<file path="src/rtl/vga_img_pkg.sv">
// Shared definitions for the VGA image viewer: image geometry, index type
// and the image-select FSM states.
package vga_img_pkg;
  localparam int NUM_IMAGES = 4;
  localparam int IMG_W      = 160;
  localparam int IMG_H      = 120;
  localparam int IMG_PIXELS = IMG_W * IMG_H;

  typedef logic [1:0] img_idx_t;

  typedef enum logic {MANUAL = 1'b0, AUTO = 1'b1} sel_state_t;

  function automatic img_idx_t next_img(input img_idx_t i);
    return img_idx_t'((int'(i) + 1) % NUM_IMAGES);
  endfunction
endpackage

</file>
<file path="src/rtl/image_select_ctrl_switch_debounce.sv">
// 2-flop synchroniser followed by a shared-counter debouncer for a vector of
// raw switches; dout only moves after CYCLES unchanged synchronised samples.
module switch_debounce #(
  parameter int WIDTH  = 3,
  parameter int CYCLES = 4
) (
  input  logic             clk,
  input  logic             reset,
  input  logic [WIDTH-1:0] din,
  output logic [WIDTH-1:0] dout
);
  localparam int CW = (CYCLES > 1) ? $clog2(CYCLES) : 1;
  localparam logic [CW-1:0] CNT_MAX = CW'(CYCLES - 1);

  logic [WIDTH-1:0] sync0_q, sync0_d, sync1_q, sync1_d;
  logic [WIDTH-1:0] prev_q, prev_d, stable_q, stable_d;
  logic [CW-1:0]    cnt_q, cnt_d;

  always_comb begin
    sync0_d  = din;
    sync1_d  = sync0_q;
    prev_d   = sync1_q;
    cnt_d    = cnt_q;
    stable_d = stable_q;
    if (sync1_q != prev_q)    cnt_d = '0;
    else if (cnt_q != CNT_MAX) cnt_d = cnt_q + CW'(1);
    // A saturated count must not let a fresh edge through: require no change this cycle too.
    if (sync1_q == prev_q && cnt_q == CNT_MAX && sync1_q != stable_q)
      stable_d = sync1_q;
  end

  always_ff @(posedge clk or posedge reset) begin
    if (reset) begin
      sync0_q  <= '0;
      sync1_q  <= '0;
      prev_q   <= '0;
      stable_q <= '0;
      cnt_q    <= '0;
    end else begin
      sync0_q  <= sync0_d;
      sync1_q  <= sync1_d;
      prev_q   <= prev_d;
      stable_q <= stable_d;
      cnt_q    <= cnt_d;
    end
  end

  assign dout = stable_q;
endmodule

</file>
<file path="src/rtl/image_select_ctrl.sv">
// Frame-aligned image selection: debounced switches or a slideshow choose the
// image index, which only changes on a vsync rising into its active level.
module image_select_ctrl
  import vga_img_pkg::*;
#(
  parameter int   DEBOUNCE_CYCLES = 1_000_000,
  parameter int   SLIDE_FRAMES    = 120,
  parameter logic VSYNC_ACTIVE    = 1'b1
) (
  input  logic       clk,
  input  logic       reset,
  input  logic [1:0] sw,
  input  logic       auto_en,
  input  logic       vsync,
  output logic [1:0] img_sel,
  output logic       sel_strobe,
  output logic       frame_tick,
  output logic       mode_auto
);
  localparam int FW = $clog2(SLIDE_FRAMES + 1);
  localparam logic [FW-1:0] FRAME_LAST = FW'(SLIDE_FRAMES - 1);

  logic [2:0] stable;
  img_idx_t   st_sw;
  logic       st_auto;

  switch_debounce #(.WIDTH(3), .CYCLES(DEBOUNCE_CYCLES)) u_debounce (
    .clk   (clk),
    .reset (reset),
    .din   ({auto_en, sw}),
    .dout  (stable)
  );

  assign st_sw   = img_idx_t'(stable[1:0]);
  assign st_auto = stable[2];

  sel_state_t    state_q, state_d;
  img_idx_t      img_q, img_d;
  logic [FW-1:0] fcnt_q, fcnt_d;
  logic          strobe_q, strobe_d;
  logic          vsync_q, vsync_d;
  logic          tick;

  // Gated by reset so the pulse is low while held in reset regardless of vsync.
  assign tick = ~reset & (vsync_q != VSYNC_ACTIVE) & (vsync == VSYNC_ACTIVE);

  always_comb begin
    state_d = state_q;
    img_d   = img_q;
    fcnt_d  = fcnt_q;
    vsync_d = vsync;
    if (tick) begin
      if (state_q == MANUAL) begin
        if (st_auto) begin
          state_d = AUTO;
          fcnt_d  = '0;
        end else begin
          img_d = st_sw;
        end
      end else if (!st_auto) begin
        state_d = MANUAL;
        img_d   = st_sw;
      end else if (fcnt_q == FRAME_LAST) begin
        fcnt_d = '0;
        img_d  = next_img(img_q);
      end else begin
        fcnt_d = fcnt_q + FW'(1);
      end
    end
    strobe_d = (img_d != img_q);
  end

  always_ff @(posedge clk or posedge reset) begin
    if (reset) begin
      state_q  <= MANUAL;
      img_q    <= '0;
      fcnt_q   <= '0;
      strobe_q <= 1'b0;
      vsync_q  <= 1'b0;
    end else begin
      state_q  <= state_d;
      img_q    <= img_d;
      fcnt_q   <= fcnt_d;
      strobe_q <= strobe_d;
      vsync_q  <= vsync_d;
    end
  end

  assign img_sel    = img_q;
  assign sel_strobe = strobe_q;
  assign frame_tick = tick;
  assign mode_auto  = (state_q == AUTO);
endmodule
</file>
<file path="config.mk">
export PLATFORM = sky130hd
export DESIGN_NAME = image_select_ctrl
export DESIGN_NICKNAME = d
export VERILOG_FILES = /design/src/rtl/vga_img_pkg.sv /design/src/rtl/image_select_ctrl_switch_debounce.sv /design/src/rtl/image_select_ctrl.sv
export SDC_FILE = /design/constraint.sdc
export NUM_CORES = 1
export LEC_CHECK = 0
export ABC_AREA = 1
export BUFFER_PORTS_ARGS = -buffer_cell sky130_fd_sc_hd__clkbuf_2
export CAP_MARGIN = 40
export CELL_PAD_IN_SITES_DETAIL_PLACEMENT = 1
export CELL_PAD_IN_SITES_GLOBAL_PLACEMENT = 1
export CORE_MARGIN = 5
export CORE_UTILIZATION = 38
export DETAILED_ROUTE_END_ITERATION = 7
export GPL_TIMING_DRIVEN = 0
export PLACE_DENSITY = 0.71
export SYNTH_ARGS = -nofsm -noshare
export SYNTH_HDL_FRONTEND = slang
export SYNTH_SLANG_ARGS = --single-unit
</file>
<file path="constraint.sdc">
create_clock -name clk -period 3.7 [get_ports clk]
set_input_delay 0.74 -clock clk [delete_from_list [all_inputs] [get_ports clk]]
set_output_delay 0.74 -clock clk [all_outputs]
set_load 0.05 [all_outputs]
</file>
# Yosys cells after proc, flatten, opt, wreduce, memory -nomap -nowiden
# Cells that the tools add are included.
[word_totals]
ff_bits = 44
inputBits = 6
output_inout_bits = 5
wordCells = 40
[op_classes]
n_eq_ne = 7
reduce_logical = 4
n_addsub = 3
bitwise_logic = 4
mux = 12
[ops]
columns = ["operator", "n"]
rows = [
  ["two-way mux 20 bit", 2],
  ["two-way mux 7 bit", 4],
  ["adder 20 x 1 -> 20 bit, second input constant", 1],
  ["equality test 20 bit, second input constant", 1],
  ["inequality test 20 bit, second input constant", 1],
  ["two-way mux 2 bit", 5],
  ["adder 7 x 1 -> 7 bit, second input constant", 1],
  ["equality test 7 bit, second input constant", 1],
  ["inequality test 3 bit", 2],
  ["equality test 3 bit", 1],
  ["adder 2 x 1 -> 2 bit, second input constant", 1],
  ["AND 1 bit", 2],
  ["logical AND 1 bit", 2],
  ["inequality test 2 bit", 1],
  ["inverter 1 bit", 2],
  ["AND reduction 2 bit", 1],
  ["nonzero test 2 bit", 1],
  ["two-way mux 1 bit", 1],
]

# Longest topological paths before layout
[depth]
word_depth = 6
ltp_mapped = 11
depth_no_buf = 11

# Modules after synthesis
# From an unflattened synthesis, not the netlist that was laid out.
[unflattened]
cells_unflattened = 280
hier_area_um2 = 2317.2
[by_module_without_submodules]
columns = ["mod", "seq_area_each_um2", "instances", "area_each_um2", "cells_each"]
rows = [
  ["switch_debounce", 800.8, 1, 1651.6, 194],
  ["image_select_ctrl", 300.3, 1, 665.6, 86],
]

# Least setup slack after synthesis
# Ideal clock, no wire load.
[synth_path]
kind = "input-to-output"
startpoint = "in reset"
endpoint = "out frame_tick"
arrival_ns = 1.807
t_required_ns = 2.960
cell_stages = 3
n_path_buf = 0
setup_slack_ns = 1.153
path_cell_list = "inv_2 -> nand2_1 -> nor2_4"
[synth_via]
elab_chain_cells = 3
[synth_rtl]
columns = ["item", "line_no", "rtl"]
rows = [
  ["start: declaration", "image_select_ctrl.sv:11", "input logic reset,"],
  ["inverter 1 bit", "image_select_ctrl.sv:45", "assign tick = ~reset & (vsync_q != VSYNC_ACTIVE) & (vsync == VSYNC_ACTIVE);"],
  ["AND 1 bit (2 in a row)", "image_select_ctrl.sv:45", ""],
  ["end: declaration", "image_select_ctrl.sv:17", "output logic frame_tick,"],
]
# No other way between the ends.

# Worst setup path after layout
# Same ends and word-level chain as after synthesis.

==> parameters.txt <==
Parameter                              Value

Status
  Status ... finished clean

STA
  Slew at the pin closest to its max-slew limit ... 0.415 ns
  Total setup violations reported at the end of the flow ... 0
  Achievable Freq ... 0.396 GHz
  Crit path time final ... 2.53 ns
  Final Hold Fails ... 0
  Headroom to the max-slew limit ... 0.723
  Setup repair after global routing missed its margin ... no
  Share of the clock period used by the worst path ... 0.683
  Post-Route Skew ... 0.00715 ns
  Setup TNS ... 0 ns
  Number of pins exceeding their max-slew limit in the final report ... 0

Power and ir drop
  Standby leakage power ... 1.09 nW
  Worst supply voltage drop on vdd ... 0.187 mV
  Pwr/cell area ... 374 nW/µm²

Yosys
  Mean instance size in the synthesized netlist ... 8.65 µm²
  Count of mapped cells out of synthesis ... 266
  Share of the yosys chip area belonging to registers ... 0.479
  Library cell with the largest summed area after synthesis ... sky130_fd_sc_hd__dfrtp_1
  Synth Net Count ... 274
  Post-synthesis cell area ... 2300 µm²
  Number of warning messages in the yosys log ... 0
  Register bit total from synthesis ... 44
  Cells taking the most area after synthesis ... sky130_fd_sc_hd__dfrtp_1 48%, sky130_fd_sc_hd__nand2_1 8.8%, sky130_fd_sc_hd__inv_1 5.1%
  Portion of synthesized cell area occupied by the leading cell type ... 0.479
  Unique cell type count in the Yosys netlist ... 30

Setup path
  Register-to-Register Path Depth ... 8
  Critical Path RT ... 2.96 ns
  Largest fanout on the critical path ... 18
  Most prevalent standard cell on the critical path ... sky130_fd_sc_hd__clkbuf_2
  Worst path bufs/invs ... 3
  Cell class contributing the biggest share of worst-path delay ... buffers and inverters
  Critical Path Source Type ... primary input
  CP cell instances ... clkbuf_2 > inv_2 > nand2_1 > nor2_4 > clkbuf_2
  CP max stage delay ... 0.31 ns
  R2r endpoint ... u_debounce.dout[2]
  FF-to-FF Start ... u_debounce.cnt_q[0]
  Depth of the critical timing path with buffers and inverters included ... 5
  Kind of critical path ... primary input to output pin
  Setup slack, reg-to-reg ... 1.93 ns
  Arrival time worst endpoint ... 1.79 ns
  Cell with the largest stage delay on the worst path ... sky130_fd_sc_hd__inv_2
  Sort of element at the end of the critical path ... output pin

Layout
  Area growth, synth to finish ... 12.4%
  Number of antenna cells inserted ... 0
  Layout net count ... 292
  Filler Cell Count ... 714
  Final Util ... 0.439
  Layout cell share with drive strength beyond 1 ... 0.175

Drt
  Iteration-0 DRC count of the detailed router ... 84
  Via count ... 1,795
  Final wirelength ... 5.04 mm
  Drt pass-1 iters ... 4
  Number of antenna-violating nets in the routed design ... 0
  DR vias/cell ... 4.99
  Total DRC errors in the routed layout ... 0
  Average routed wire per standard cell ... 14.0 µm

Global route
  Largest net degree at the start of global routing ... 29
  Total global-route track usage ... 0.150
  Overflow left after global routing ... 0
  Met1 layer usage reported by global route ... 0.201
  Grt met3 use ... 0.0348
  Initial antenna violation count ... 0
  Met2 Usage GRT ... 0.245
  Busiest grt layer ... met2
  Wire length of the first global-routing pass ... 8.91 mm
  Via count of the first global-routing pass ... 1,878

Floorplan
  Boundary Pins ... 11
  Height of the chip ... 87.8 µm
  Placement row count ... 28
  Die footprint ... 7710 µm²
  Core outline area ... 5890 µm²
  Die width ... 87.8 µm
  Initial core utilization ... 0.391

Placement
  Placer Congestion ... 0.836
  Final HPWL from detailed placement ... 3.85 mm
  Port-buffer cells ... 10

Job
  Max-capacitance violation count ... 0

Clock network
  Clock root cell ... sky130_fd_sc_hd__clkbuf_8
  Number of gates given a new drive strength after cts ... 0
  Clock latency on the worst-skew pair ... 0.30 ns
  Worst-case clock buffer depth ... 2
  TritonCTS clock tree ... yes
  Setup repair bufs after CTS ... 0
  H-tree depth ... 2
  Count of clock tree sinks ... 44
  Reg clk slew, reported paths ... 0.09 ns
  CTS Buf Count ... 5
  Hold_buf cts ... 0

Hold path
  Worst Hold Endpoint ... u_debounce.prev_d[2]
  Class of the worst hold path ... flip-flop to flip-flop
  Min-delay src ... u_debounce.sync0_q[2]
  Number of stages on the worst hold path ... 0
## through the flow
stage	power, mW	hold WS, ns	instances	cell area (µm²)	setup slack [ns]
2_1_floorplan	0.561	0.331	266	2300	1.15
3_5_place_dp	0.586	0.337	352	2460	1.12
4_1_cts	0.987	0.357	360	2580	1.12
6_report	0.968	0.354	360	2580	1.17
5_1_grt	1.02	0.370	360	2580	0.988
3_3_place_gp	0.581	0.333	351	2440	0.628
## worst max path at each step
stage | start | endpoint | slack, ns
final | reset | frame_tick | 1.17
after global routing | reset | frame_tick | 0.99
after CTS | reset | frame_tick | 1.12
after detailed placement | reset | frame_tick | 1.12
after global placement | reset | frame_tick | 0.63
after floorplan | reset | frame_tick | 1.15
## cell usage in the layout (no fill, tap or decap), types with 3 or more instances in the layout
cell type,netlist,final
sky130_fd_sc_hd__nand2_1,54,54
sky130_fd_sc_hd__nand3_1,19,19
sky130_fd_sc_hd__o21ai_1,9,9
sky130_fd_sc_hd__xor2_1,5,5
sky130_fd_sc_hd__inv_2,4,4
sky130_fd_sc_hd__inv_1,31,31
sky130_fd_sc_hd__nand3_2,3,3
sky130_fd_sc_hd__nor2_4,6,6
sky130_fd_sc_hd__nor3_1,5,5
sky130_fd_sc_hd__o21ai_0,4,4
sky130_fd_sc_hd__nand2_2,4,4
sky130_fd_sc_hd__nor2_1,22,22
sky130_fd_sc_hd__xnor2_1,5,5
sky130_fd_sc_hd__nor4_1,4,4
sky130_fd_sc_hd__clkbuf_8,0,6
sky130_fd_sc_hd__nor3_2,4,4
sky130_fd_sc_hd__a21oi_1,17,17
sky130_fd_sc_hd__nand4_1,9,9
sky130_fd_sc_hd__clkbuf_2,0,10
sky130_fd_sc_hd__dfrtp_1,44,44
## power breakdown
| part | total [mW] | internal [mW] | switching [mW] | leakage, nW |
|---|---|---|---|---|
| Clock | 0.394 | 0.221 | 0.173 | 0.0614 |
| Combinational | 0.0724 | 0.0199 | 0.0525 | 0.448 |
| Sequential | 0.502 | 0.492 | 0.00979 | 0.580 |
## layer usage
metal  up-vias  part of all wire  wire length, µm
met5         -                 0                0
met4         0            0.0095               48
li1        907                 -                -
met3         5             0.019               97
met1       872              0.48             2430
met2        11              0.49             2460
## cell usage after synthesis (all sizes together)
cell type	n
buf	1
or2	1
nor2	30
ha	2
xor2	5
nor4	4
inv	35
dfrtp	44
a21oi	18
clkinv	1
xnor2	5
nor3	10
a31oi	2
o21ai	13
nand4	10
nand2	58
a22oi	2
nor3b	1
nand3	24
## cells by family (layout without fill, tap and decap cells)
logic type / count (synthesis) / count (layout) / share of synthesized area
simple gates: 138 / 138 / 0.328
flops: 44 / 44 / 0.479
buf+inv: 37 / 56 / 0.0637
compound gates: 35 / 35 / 0.0811
xor+xnor: 10 / 10 / 0.0381
fa+ha+maj: 2 / 2 / 0.0109
## flip-flops by register name, indices dropped and copies added, names as in the netlist
| name | count |
|---|---|
| fcnt_q | 7 |
| u_debounce.cnt_q | 20 |
| img_sel | 2 |
| u_debounce.dout | 3 |
| sel_strobe | 1 |
| vsync_q | 1 |
| u_debounce.sync0_q | 3 |
| mode_auto | 1 |
| u_debounce.prev_q | 3 |
| u_debounce.prev_d | 3 |
## worst reg2reg max path: cells and delay by family (launching register included)
| kind | cells | cell delay [ns] |
|---|---|---|
| buffers and inverters | 1 | 0.16 |
| adder cells (fa/ha/maj) | 1 | 0.38 |
| AND/OR/NAND/NOR | 6 | 0.68 |
| flip-flops | 1 | 0.45 |
## area by class of cell
class	instances	area, µm²	area share
buffer	1	11.3	0.00436
clock buffer	6	82.6	0.0319
clock inverter	2	38.8	0.0150
inverter	36	135	0.0523
multi-input combinational	185	1050	0.407
sequential	44	1100	0.426
tap	75	93.8	0.0363
timing repair buffer	11	70.1	0.0271
Note: power is estimated with default switching activity, not from simulation.
